**config.mk**
```make
export PLATFORM = sky130hd
export DESIGN_NAME = stopwatch_ctrl_flat
export DESIGN_NICKNAME = d
export VERILOG_FILES = /design/src/rtl/stopwatch_pkg.sv /design/src/rtl/stopwatch_ctrl_if.sv /design/src/rtl/stopwatch_ctrl_bcd.sv /design/src/rtl/stopwatch_ctrl.sv /design/src/flat_wrapper.sv
export SDC_FILE = /design/constraint.sdc
export NUM_CORES = 1
export LEC_CHECK = 0
export ABC_CLOCK_PERIOD_IN_PS = 1900
export BUFFER_PORTS_ARGS = -buffer_cell sky130_fd_sc_hd__buf_2
export CAP_MARGIN = 10
export CELL_PAD_IN_SITES_DETAIL_PLACEMENT = 0
export CELL_PAD_IN_SITES_GLOBAL_PLACEMENT = 1
export CORE_ASPECT_RATIO = 2
export CORE_MARGIN = 2
export CORE_UTILIZATION = 35
export DETAILED_ROUTE_END_ITERATION = 12
export PLACE_DENSITY = 0.65
export SLEW_MARGIN = 10
export SYNTH_ARGS = -nofsm -noshare
export SYNTH_HDL_FRONTEND = slang
export SYNTH_SLANG_ARGS = --single-unit
```
**constraint.sdc**
```tcl
create_clock -name clk -period 1.9 [get_ports clk]
set_input_delay 0.095 -clock clk [delete_from_list [all_inputs] [get_ports clk]]
set_output_delay 0.095 -clock clk [all_outputs]
set_load 0.01 [all_outputs]
```
**src/rtl/stopwatch_pkg.sv**
```systemverilog
// Shared types and BCD limits for the stopwatch control block.
package stopwatch_pkg;
    typedef enum logic [1:0] {IDLE, RUN, PAUSE, LAP} state_t;

    localparam logic [3:0]  CS_TENS_MAX   = 4'd9;
    localparam logic [3:0]  SEC_TENS_MAX  = 4'd5;
    localparam logic [3:0]  MIN_TENS_MAX  = 4'd5;
    localparam logic [23:0] TIME_MAX      = 24'h59_59_99;
    localparam logic [23:0] TIME_NEAR_MAX = 24'h59_59_98;
endpackage

```
**src/rtl/stopwatch_ctrl_if.sv**
```systemverilog
// Tick/button inputs and display-side outputs of the stopwatch controller.
interface stopwatch_ctrl_if;
    logic       tick;
    logic       start_stop;
    logic       lap;
    logic       clear;
    logic       running;
    logic       lap_frozen;
    logic [7:0] disp_m;
    logic [7:0] disp_s;
    logic [7:0] disp_cs;
    logic       ovf;

    modport master (output tick, start_stop, lap, clear,
                    input  running, lap_frozen, disp_m, disp_s, disp_cs, ovf);
    modport slave  (input  tick, start_stop, lap, clear,
                    output running, lap_frozen, disp_m, disp_s, disp_cs, ovf);
endinterface

```
**src/rtl/stopwatch_ctrl_bcd.sv**
```systemverilog
// Two-digit BCD counter {tens, ones}; tens limited to TENS_MAX, ones to 9.
module bcd_counter_2dig
    import stopwatch_pkg::*;
#(
    parameter logic [3:0] TENS_MAX = CS_TENS_MAX
) (
    input  logic       clk,
    input  logic       reset,
    input  logic       clr,
    input  logic       inc,
    input  logic       sat,
    output logic [7:0] q,
    output logic       carry
);
    logic at_top;

    assign at_top = (q == {TENS_MAX, 4'd9});
    assign carry  = inc & at_top;

    always_ff @(posedge clk) begin
        if (reset || clr) begin
            q <= 8'h00;
        end else if (inc) begin
            // sat holds the top value instead of rolling over
            if (at_top) begin
                if (!sat) q <= 8'h00;
            end else if (q[3:0] == 4'd9) begin
                q <= {q[7:4] + 4'd1, 4'd0};
            end else begin
                q <= {q[7:4], q[3:0] + 4'd1};
            end
        end
    end
endmodule

```
**src/rtl/stopwatch_ctrl.sv**
```systemverilog
// Start/stop/lap/clear FSM, BCD mm:ss.cc timekeeping, lap freeze and display mux.
module stopwatch_ctrl
    import stopwatch_pkg::*;
#(
    parameter bit WRAP_AT_MAX = 1'b0
) (
    input  logic             clk,
    input  logic             reset,
    stopwatch_ctrl_if.slave  sw
);
    state_t      state, state_nx;
    logic        prev_ss, prev_lap, prev_clr;
    logic        ev_ss, ev_lap, ev_clr;
    logic        act_ss, act_lap, act_clr;
    logic        do_clr, do_cap;
    logic        cnt_en, sat;
    logic [7:0]  m_q, s_q, cs_q;
    logic        cs_carry, s_carry, m_carry;
    logic [23:0] live, lap_reg;
    logic        ovf_r;

    // prev loads 1 in reset so a button held through reset makes no event
    always_ff @(posedge clk) begin
        if (reset) begin
            prev_ss  <= 1'b1;
            prev_lap <= 1'b1;
            prev_clr <= 1'b1;
        end else begin
            prev_ss  <= sw.start_stop;
            prev_lap <= sw.lap;
            prev_clr <= sw.clear;
        end
    end

    assign ev_ss   = sw.start_stop & ~prev_ss;
    assign ev_lap  = sw.lap & ~prev_lap;
    assign ev_clr  = sw.clear & ~prev_clr;
    assign act_clr = ev_clr;
    assign act_ss  = ev_ss & ~ev_clr;
    assign act_lap = ev_lap & ~ev_clr & ~ev_ss;

    always_ff @(posedge clk) begin
        if (reset) state <= IDLE;
        else       state <= state_nx;
    end

    always_comb begin
        state_nx = state;
        do_clr   = 1'b0;
        do_cap   = 1'b0;
        case (state)
            IDLE:  if (act_ss) state_nx = RUN;
            RUN: begin
                if (act_ss) begin
                    state_nx = PAUSE;
                end else if (act_lap) begin
                    state_nx = LAP;
                    do_cap   = 1'b1;
                end
            end
            LAP: begin
                if (act_ss)       state_nx = PAUSE;
                else if (act_lap) state_nx = RUN;
            end
            PAUSE: begin
                if (act_clr) begin
                    state_nx = IDLE;
                    do_clr   = 1'b1;
                end else if (act_ss) begin
                    state_nx = RUN;
                end
            end
            default: state_nx = IDLE;
        endcase
    end

    // enable uses the pre-transition state
    assign cnt_en = sw.tick & ((state == RUN) || (state == LAP));
    assign live   = {m_q, s_q, cs_q};
    assign sat    = !WRAP_AT_MAX && (live == TIME_MAX);

    bcd_counter_2dig #(.TENS_MAX(CS_TENS_MAX)) u_cs (
        .clk(clk), .reset(reset), .clr(do_clr), .inc(cnt_en), .sat(sat),
        .q(cs_q), .carry(cs_carry));
    bcd_counter_2dig #(.TENS_MAX(SEC_TENS_MAX)) u_s (
        .clk(clk), .reset(reset), .clr(do_clr), .inc(cs_carry), .sat(sat),
        .q(s_q), .carry(s_carry));
    bcd_counter_2dig #(.TENS_MAX(MIN_TENS_MAX)) u_m (
        .clk(clk), .reset(reset), .clr(do_clr), .inc(s_carry), .sat(sat),
        .q(m_q), .carry(m_carry));

    always_ff @(posedge clk) begin
        if (reset || do_clr) lap_reg <= '0;
        else if (do_cap)     lap_reg <= live;
    end

    // m_carry marks a tick taken at 59:59.99; saturating mode also flags reaching it
    always_ff @(posedge clk) begin
        if (reset || do_clr)
            ovf_r <= 1'b0;
        else if (m_carry || (!WRAP_AT_MAX && cnt_en && (live == TIME_NEAR_MAX)))
            ovf_r <= 1'b1;
    end

    assign sw.running    = (state == RUN) || (state == LAP);
    assign sw.lap_frozen = (state == LAP);
    assign sw.ovf        = ovf_r;
    assign {sw.disp_m, sw.disp_s, sw.disp_cs} = (state == LAP) ? lap_reg : live;
endmodule

```
**src/flat_wrapper.sv**
```systemverilog
// flat-port wrapper written by rule: the top's interface ports become plain ports
module stopwatch_ctrl_flat import stopwatch_pkg::*;
#(
    parameter bit WRAP_AT_MAX = 1'b0
)
  (clk, reset, sw_tick, sw_start_stop, sw_lap, sw_clear, sw_running, sw_lap_frozen, sw_disp_m, sw_disp_s, sw_disp_cs, sw_ovf);
  stopwatch_ctrl_if sw_i ();
  input  logic clk;
  input  logic reset;
  input wire logic [$bits(sw_i.tick)-1:0] sw_tick;
  input wire logic [$bits(sw_i.start_stop)-1:0] sw_start_stop;
  input wire logic [$bits(sw_i.lap)-1:0] sw_lap;
  input wire logic [$bits(sw_i.clear)-1:0] sw_clear;
  output wire logic [$bits(sw_i.running)-1:0] sw_running;
  output wire logic [$bits(sw_i.lap_frozen)-1:0] sw_lap_frozen;
  output wire logic [$bits(sw_i.disp_m)-1:0] sw_disp_m;
  output wire logic [$bits(sw_i.disp_s)-1:0] sw_disp_s;
  output wire logic [$bits(sw_i.disp_cs)-1:0] sw_disp_cs;
  output wire logic [$bits(sw_i.ovf)-1:0] sw_ovf;
  assign sw_i.tick = sw_tick;
  assign sw_i.start_stop = sw_start_stop;
  assign sw_i.lap = sw_lap;
  assign sw_i.clear = sw_clear;
  assign sw_running = sw_i.running;
  assign sw_lap_frozen = sw_i.lap_frozen;
  assign sw_disp_m = sw_i.disp_m;
  assign sw_disp_s = sw_i.disp_s;
  assign sw_disp_cs = sw_i.disp_cs;
  assign sw_ovf = sw_i.ovf;
  stopwatch_ctrl #(.WRAP_AT_MAX(WRAP_AT_MAX)) u_core (.clk(clk), .reset(reset), .sw(sw_i));
endmodule
```
### Yosys cells after proc, flatten, opt, wreduce, memory -nomap -nowiden

Index checks and enable logic that the tools add are counted.

| word-level totals | value |
|---|---|
| output and inout bits | 27 |
| bits in registers | 54 |
| input port bits | 6 |
| word-level logic and storage cells | 84 |

| operators by class | value |
|---|---|
| reductions and logical operators | 15 |
| bitwise gates (word level) | 15 |
| multiplexer cells | 20 |
| eq/ne operators | 16 |
| add/subtract/negate cells | 6 |

Operator list:

| operator | count |
|---|---|
| $mux W8 | 7 |
| $eq A24 B23 Y1 const B | 2 |
| $add A4 B1 Y4 const B | 6 |
| $mux W24 | 1 |
| $eq A8 B7 Y1 const B | 2 |
| $eq A4 B4 Y1 const B | 3 |
| $mux W2 | 6 |
| $and A1 B1 Y1 | 10 |
| $reduce_and A3 Y1 | 3 |
| $eq A8 B8 Y1 const B | 1 |
| $pmux W2 S4 | 1 |
| $reduce_and A2 Y1 | 4 |
| $ne A2 B2 Y1 const B | 3 |
| $ne A3 B1 Y1 const B | 2 |
| $reduce_bool A2 Y1 | 3 |
| $mux W1 | 5 |
| $not A1 Y1 | 5 |
| $eq A2 B2 Y1 const B | 2 |
| $logic_or A1 B1 Y1 | 3 |
| $eq A2 B1 Y1 const B | 1 |
| $logic_not A2 Y1 | 1 |
| $logic_and A1 B1 Y1 | 1 |

### Longest topological paths before layout

| logic depth | value |
|---|---|
| depth after elaboration | 8 |
| gate-level depth with buffers | 9 |
| gate-level depth less buffers | 6 |

### Cells and area by module

From an unflattened synthesis, not the netlist that was laid out.

| second synthesis, totals | value |
|---|---|
| cell total of the unflattened synthesis | 308 |
| area, all modules | 2902.8 sq um |

Modules (own cells, without submodules):

| module | times used | area each (sq um) | sequential area each (sq um) | cells an instance |
|---|---|---|---|---|
| stopwatch_ctrl | 1 | 1512.7 | 600.6 | 147 |
| bcd_counter_2dig at u_core.u_m ... | 2 | 445.4 | 160.2 | 53 |
| bcd_counter_2dig at u_core.u_cs | 1 | 499.2 | 160.2 | 55 |

### Least setup slack after synthesis

No wires, ideal clock.

| timing | value |
|---|---|
| path kind | reg-to-reg |
| start | register u_core.u_cs.q[0] |
| end | register u_core.u_s.q[6] |
| data required time | 1.766 ns |
| slack | 0.202 ns |
| stages on the path, launching flop included | 9 |
| buffers on the path | 3 |
| clock period less this slack | 1.698 ns |
| data arrival time | 1.564 ns |
| library setup time | 0.134 ns |
| cells stage by stage | dfxtp_1 -> ha_1 -> and3b_1 -> buf_6 -> nand3_4 -> buf_6 -> buf_2 -> o31ai_1 -> a21oi_1 |

| on the way | value |
|---|---|
| longest elaborated chain between the ends | 3 |
| elaborated cells on any way between the ends | 5 |
| those cells by class | 3 x eq/ne; 1 x bitwise; 1 x reduce/logical |

Ends and longest elaborated chain:

| item | line | RTL |
|---|---|---|
| start, declared | stopwatch_ctrl_bcd.sv:12 | `output logic [7:0] q,` |
| start signal, assigned | stopwatch_ctrl_bcd.sv:28 | `q <= {q[7:4] + 4'd1, 4'd0};` |
| start signal, assigned | stopwatch_ctrl_bcd.sv:30 | `q <= {q[7:4], q[3:0] + 4'd1};` |
| $eq A24 B23 Y1 / $eq A8 B8 Y1 (equally long branches) | stopwatch_ctrl.sv:80, stopwatch_ctrl_bcd.sv:17 |  |
| $ne A2 B2 Y1 (no source line) / $and A1 B1 Y1 (equally long branches) | -- |  |
| $reduce_and A3 Y1 (no source line) (*) | -- |  |
| end signal, assigned | stopwatch_ctrl_bcd.sv:28 |  |
| end signal, assigned | stopwatch_ctrl_bcd.sv:30 |  |
| end, declared | stopwatch_ctrl_bcd.sv:12 |  |

Every way passes the cells marked *; elsewhere a longest branch is shown, timed or not.
A chain may end at the register's enable or synchronous reset.

### Worst setup path in the final report

| timing | value |
|---|---|
| start | register u_core.u_cs.q[1] |
| end | register u_core.u_s.q[3] |

| on the way | value |
|---|---|
| longest elaborated chain between the ends | 3 |
| elaborated cells on any way between the ends | 5 |
| those cells by class | 3 x eq/ne; 1 x bitwise; 1 x reduce/logical |

Ends and longest elaborated chain:

| item | line |
|---|---|
| $eq A24 B23 Y1 / $eq A8 B8 Y1 (equally long branches) | stopwatch_ctrl.sv:80, stopwatch_ctrl_bcd.sv:17 |
| $ne A2 B2 Y1 (no source line) / $and A1 B1 Y1 (equally long branches) | -- |
| $reduce_and A2 Y1 (no source line) (*) | -- |

Marked as above.

==> results.py <==
metrics = {
    "pwr": {
        "p_seq_share_pct": 52.4,
        "power_density_nw_per_um2": 637.4,
        "intPower_uw": 1705,
        "p_comb_share_pct": 4.4,
        "clkPwrFrac_pct": 43.2,
        "p_sw_share_pct": 21.75,
        "vdd_ir_drop_max_uv": 465.3,
        "p_sw_uw": 473.8,
        "leakage_uw": 0.001533,
    },
    "worst_setup_path": {
        "cp_cell_sequence": "inv_1 > ha_1 > and3b_2 > nand3_4 > or4_1 > a21oi_1",
        "crit_type": "reg2reg",
        "reg2reg_slack_ps": 140,
        "critPathMaxStageDelay_ps": 550,
        "critPathArrivalTime_ps": 1990,
        "required_ps": 2130,
        "end_kind": "flop",
        "startpoint": "u_core.u_cs.q[1]$_SDFFE_PP0P_",
        "slowest_stage": "or4_1",
        "cp_max_fo": 13,
        "r2r-start": "u_core.u_cs.q[1]$_SDFFE_PP0P_",
        "startpoint_type": "flop",
    },
    "yosys": {
        "synthesis.area_sq_um": 2845,
        "yosys_warnings": 0,
        "ys_top_cells_by_area": "dfxtp_1 (38%), mux2i_1 (8.4%), mux2_2 (6.7%)",
        "synth_cell_types": 44,
        "synth_seq_cells": 54,
        "yosysTopAreaCellShare_pct": 37.99,
        "syn-mean-instance-area_sq_um": 9.149,
        "synthesis.nets": 330,
        "postSynthCellCount": 311,
        "synth_top_area_cell": "dfxtp_1",
        "seq_area_frac_synth_pct": 37.99,
    },
    "sta": {
        "final.period_utilization_pct": 92.47,
        "setup-tns-final_ps": 0,
        "report.final.setup_viol": 0,
        "rsz0062_at_grt": "no",
        "finalHoldWorstSlack_ps": 31.58,
        "slew_viol_final": 0,
        "fin_crit_ps": 1757,
        "max_freq_mhz": 569.2,
        "max_slew_margin_pct": 66.73,
        "tightest_slew_ps": 498.6,
        "fin_skew_ps": 4.211,
        "hold_violations": 0,
    },
    "finish": {
        "diodes": 0,
        "nNetsFinal": 380,
        "syn_to_final_growth_pct": 20.14,
        "fin_area_sq_um": 3418,
        "largest_register_ffs": 24,
        "fill_cells": 801,
        "drive_gt1_share_pct": 27.35,
    },
    "global_routing": {
        "grt_use_total_pct": 17.20,
        "gr-total-overflow": 0,
        "antenna_found_initial": 0,
        "grt_pass1_vias": 2394,
        "grt_max_degree": 43,
        "grt_pass1_wl_um": 11560,
    },
    "clocking": {
        "cts_tree": "built",
        "clk_latency_ps": 290,
        "numCtsBuffers": 5,
        "clk_pin_slew_worst_paths_ps": 70,
        "ctsHtreeMaxLevel": 2,
        "cts_root_buf": "clkbuf_16",
        "cts_sinks": 54,
        "clockBufferDepth": 2,
    },
    "status": {
        "run_status": "finished, final reports clean",
    },
    "placed_design": {
        "dp_hpwl_um": 5084,
        "io_buffers": 32,
        "finalWeightedCongestion": 0.7837,
        "place_area_sq_um": 3208,
    },
    "hold_path": {
        "hold_path.class": "in2reg",
        "worstHoldStart": "reset",
    },
    "floorplanning": {
        "die_area_sq_um": 8910,
        "ios": 33,
        "core-area_sq_um": 7885,
        "initial_utilization_pct": 36.08,
        "placementRows": 46,
        "die_w_um": 67.76,
        "die_h_um": 131.5,
    },
    "drt": {
        "ant_nets": 0,
        "wirelength_um": 7185,
        "drtPass1Iterations": 4,
        "vias": 2448,
        "avgRoutedWirePerCell_um": 15.69,
        "drc": 0,
        "first_iter_violations": 105,
        "routed_via_density": 5.345,
    },
    "run": {
        "cap_violations": 0,
    },
}
==> worst paths after layout <==
check                                       to  cells after the start
setup / recovery  u_core.u_s.q[3]$_SDFFE_PP0P_                      6
hold / removal    u_core.state[0]$_SDFFE_PP0P_                      2
setup reg to reg  u_core.u_s.q[3]$_SDFFE_PP0P_                      6
hold reg to reg     u_core.sw.ovf$_SDFFE_PP0P_                      2
==> cell usage after synthesis (all sizes together) <==
master / n
a211o: 1
or3b: 1
or3: 7
o31a: 1
a31oi: 5
or4: 7
nor4bb: 1
nand3b: 5
mux2: 17
a311oi: 1
o31ai: 8
ha: 13
nor4b: 1
buf: 15
inv: 11
nand4bb: 2
nor2: 32
nand4: 6
nand2: 15
o21ai: 19
a41oi: 1
and2: 2
mux2i: 24
nor4: 3
or2: 4
nand3: 7
and3b: 5
xnor2: 1
o21a: 2
a21oi: 20
a211oi: 2
and3: 3
nand2b: 1
a22oi: 1
nor2b: 1
clkbuf: 5
dfxtp: 54
nor3: 7
==> per-layer routing <==
| layer | vias up | part of all wire (%) | track usage, % |
|---|---|---|---|
| met4 | 0 | 2.5 | 7.710 |
| met5 | - | 0 | 0 |
| met2 | 32 | 57 | 31.97 |
| met1 | 1174 | 38 | 17.76 |
| met3 | 13 | 2.3 | 2.483 |
| li1 | 1229 | - | - |
==> final cells by class <==
class | instances | area (sq um) | area share (%)
clock buffer | 7 | 142.6 | 4.173
tap | 96 | 120.1 | 3.514
timing repair buffer | 62 | 417.9 | 12.23
inverter | 11 | 41.29 | 1.208
clock inverter | 1 | 5.005 | 0.1464
multi-input combinational | 227 | 1605 | 46.96
sequential | 54 | 1086 | 31.77
==> power groups by stage <==
stage                     logic [uW]  clock network (uW)  registers [uW]
after floorplan                 56.5                   0            1170
after global placement          92.0                   0            1170
after detailed placement        92.6                   0            1170
after CTS                       97.3                 977            1140
after global routing             106                1010            1140
final                           96.3                 941            1140
==> critical path, delay by kind of cell (launching register included) <==
| family | cells | cell delay, ps |
|---|---|---|
| AOI/OAI and AO/OA | 1 | 150 |
| adders and majority gates | 1 | 190 |
| buffers and inverters | 1 | 70 |
| DFF | 1 | 320 |
| and+or+nand+nor | 3 | 960 |
==> layout by cell type, fill, tap and decap left out, types with 3 or more instances in the layout <==
cell,count
dlygate4sd3_1,3
dfxtp_1,50
o31ai_1,8
nor3_1,7
buf_4,25
buf_2,32
or3_1,7
ha_1,13
and3b_2,3
or4_1,7
o21ai_0,19
mux2_2,17
dfxtp_2,4
a31oi_1,5
clkbuf_16,5
nand3_1,6
mux2i_1,24
nand3b_1,5
and3_1,3
or2_2,4
nor2_1,32
nand2_1,15
nand4_1,5
a21oi_1,20
inv_1,11
==> cells by family after synthesis <==
family | share of synthesized area, %
buffers and inverters | 6.201
XOR/XNOR | 0.3079
multiplexers | 15.17
AO/OA/AOI/OAI | 12.62
adder cells (fa/ha/maj) | 5.717
flip-flops | 37.99
AND/OR/NAND/NOR | 21.99
==> per-stage QoR <==
| stage | util, % | setup WS, ps | instances | power [uW] |
|---|---|---|---|---|
| floorplan | - | 202.3 | 311 | 1224 |
| global placement | 40.69 | 89.79 | 444 | 1260 |
| detailed placement | 40.69 | 42.87 | 444 | 1261 |
| CTS | 42.94 | 31.74 | 455 | 2216 |
| global route | 43.35 | 6.811 | 458 | 2256 |
| finish | 43.35 | 143.0 | 458 | 2179 |
==> timing repair <==
action | 4_1_cts | 5_1_grt
setup buffers | 0 | 2
endpoints found under the hold margin | 3 | 0
gates resized for setup | 0 | 6
hold buffers | 3 | 0
setup endpoints to repair | 0 | 12
Note: power is estimated with default switching activity, not from simulation.
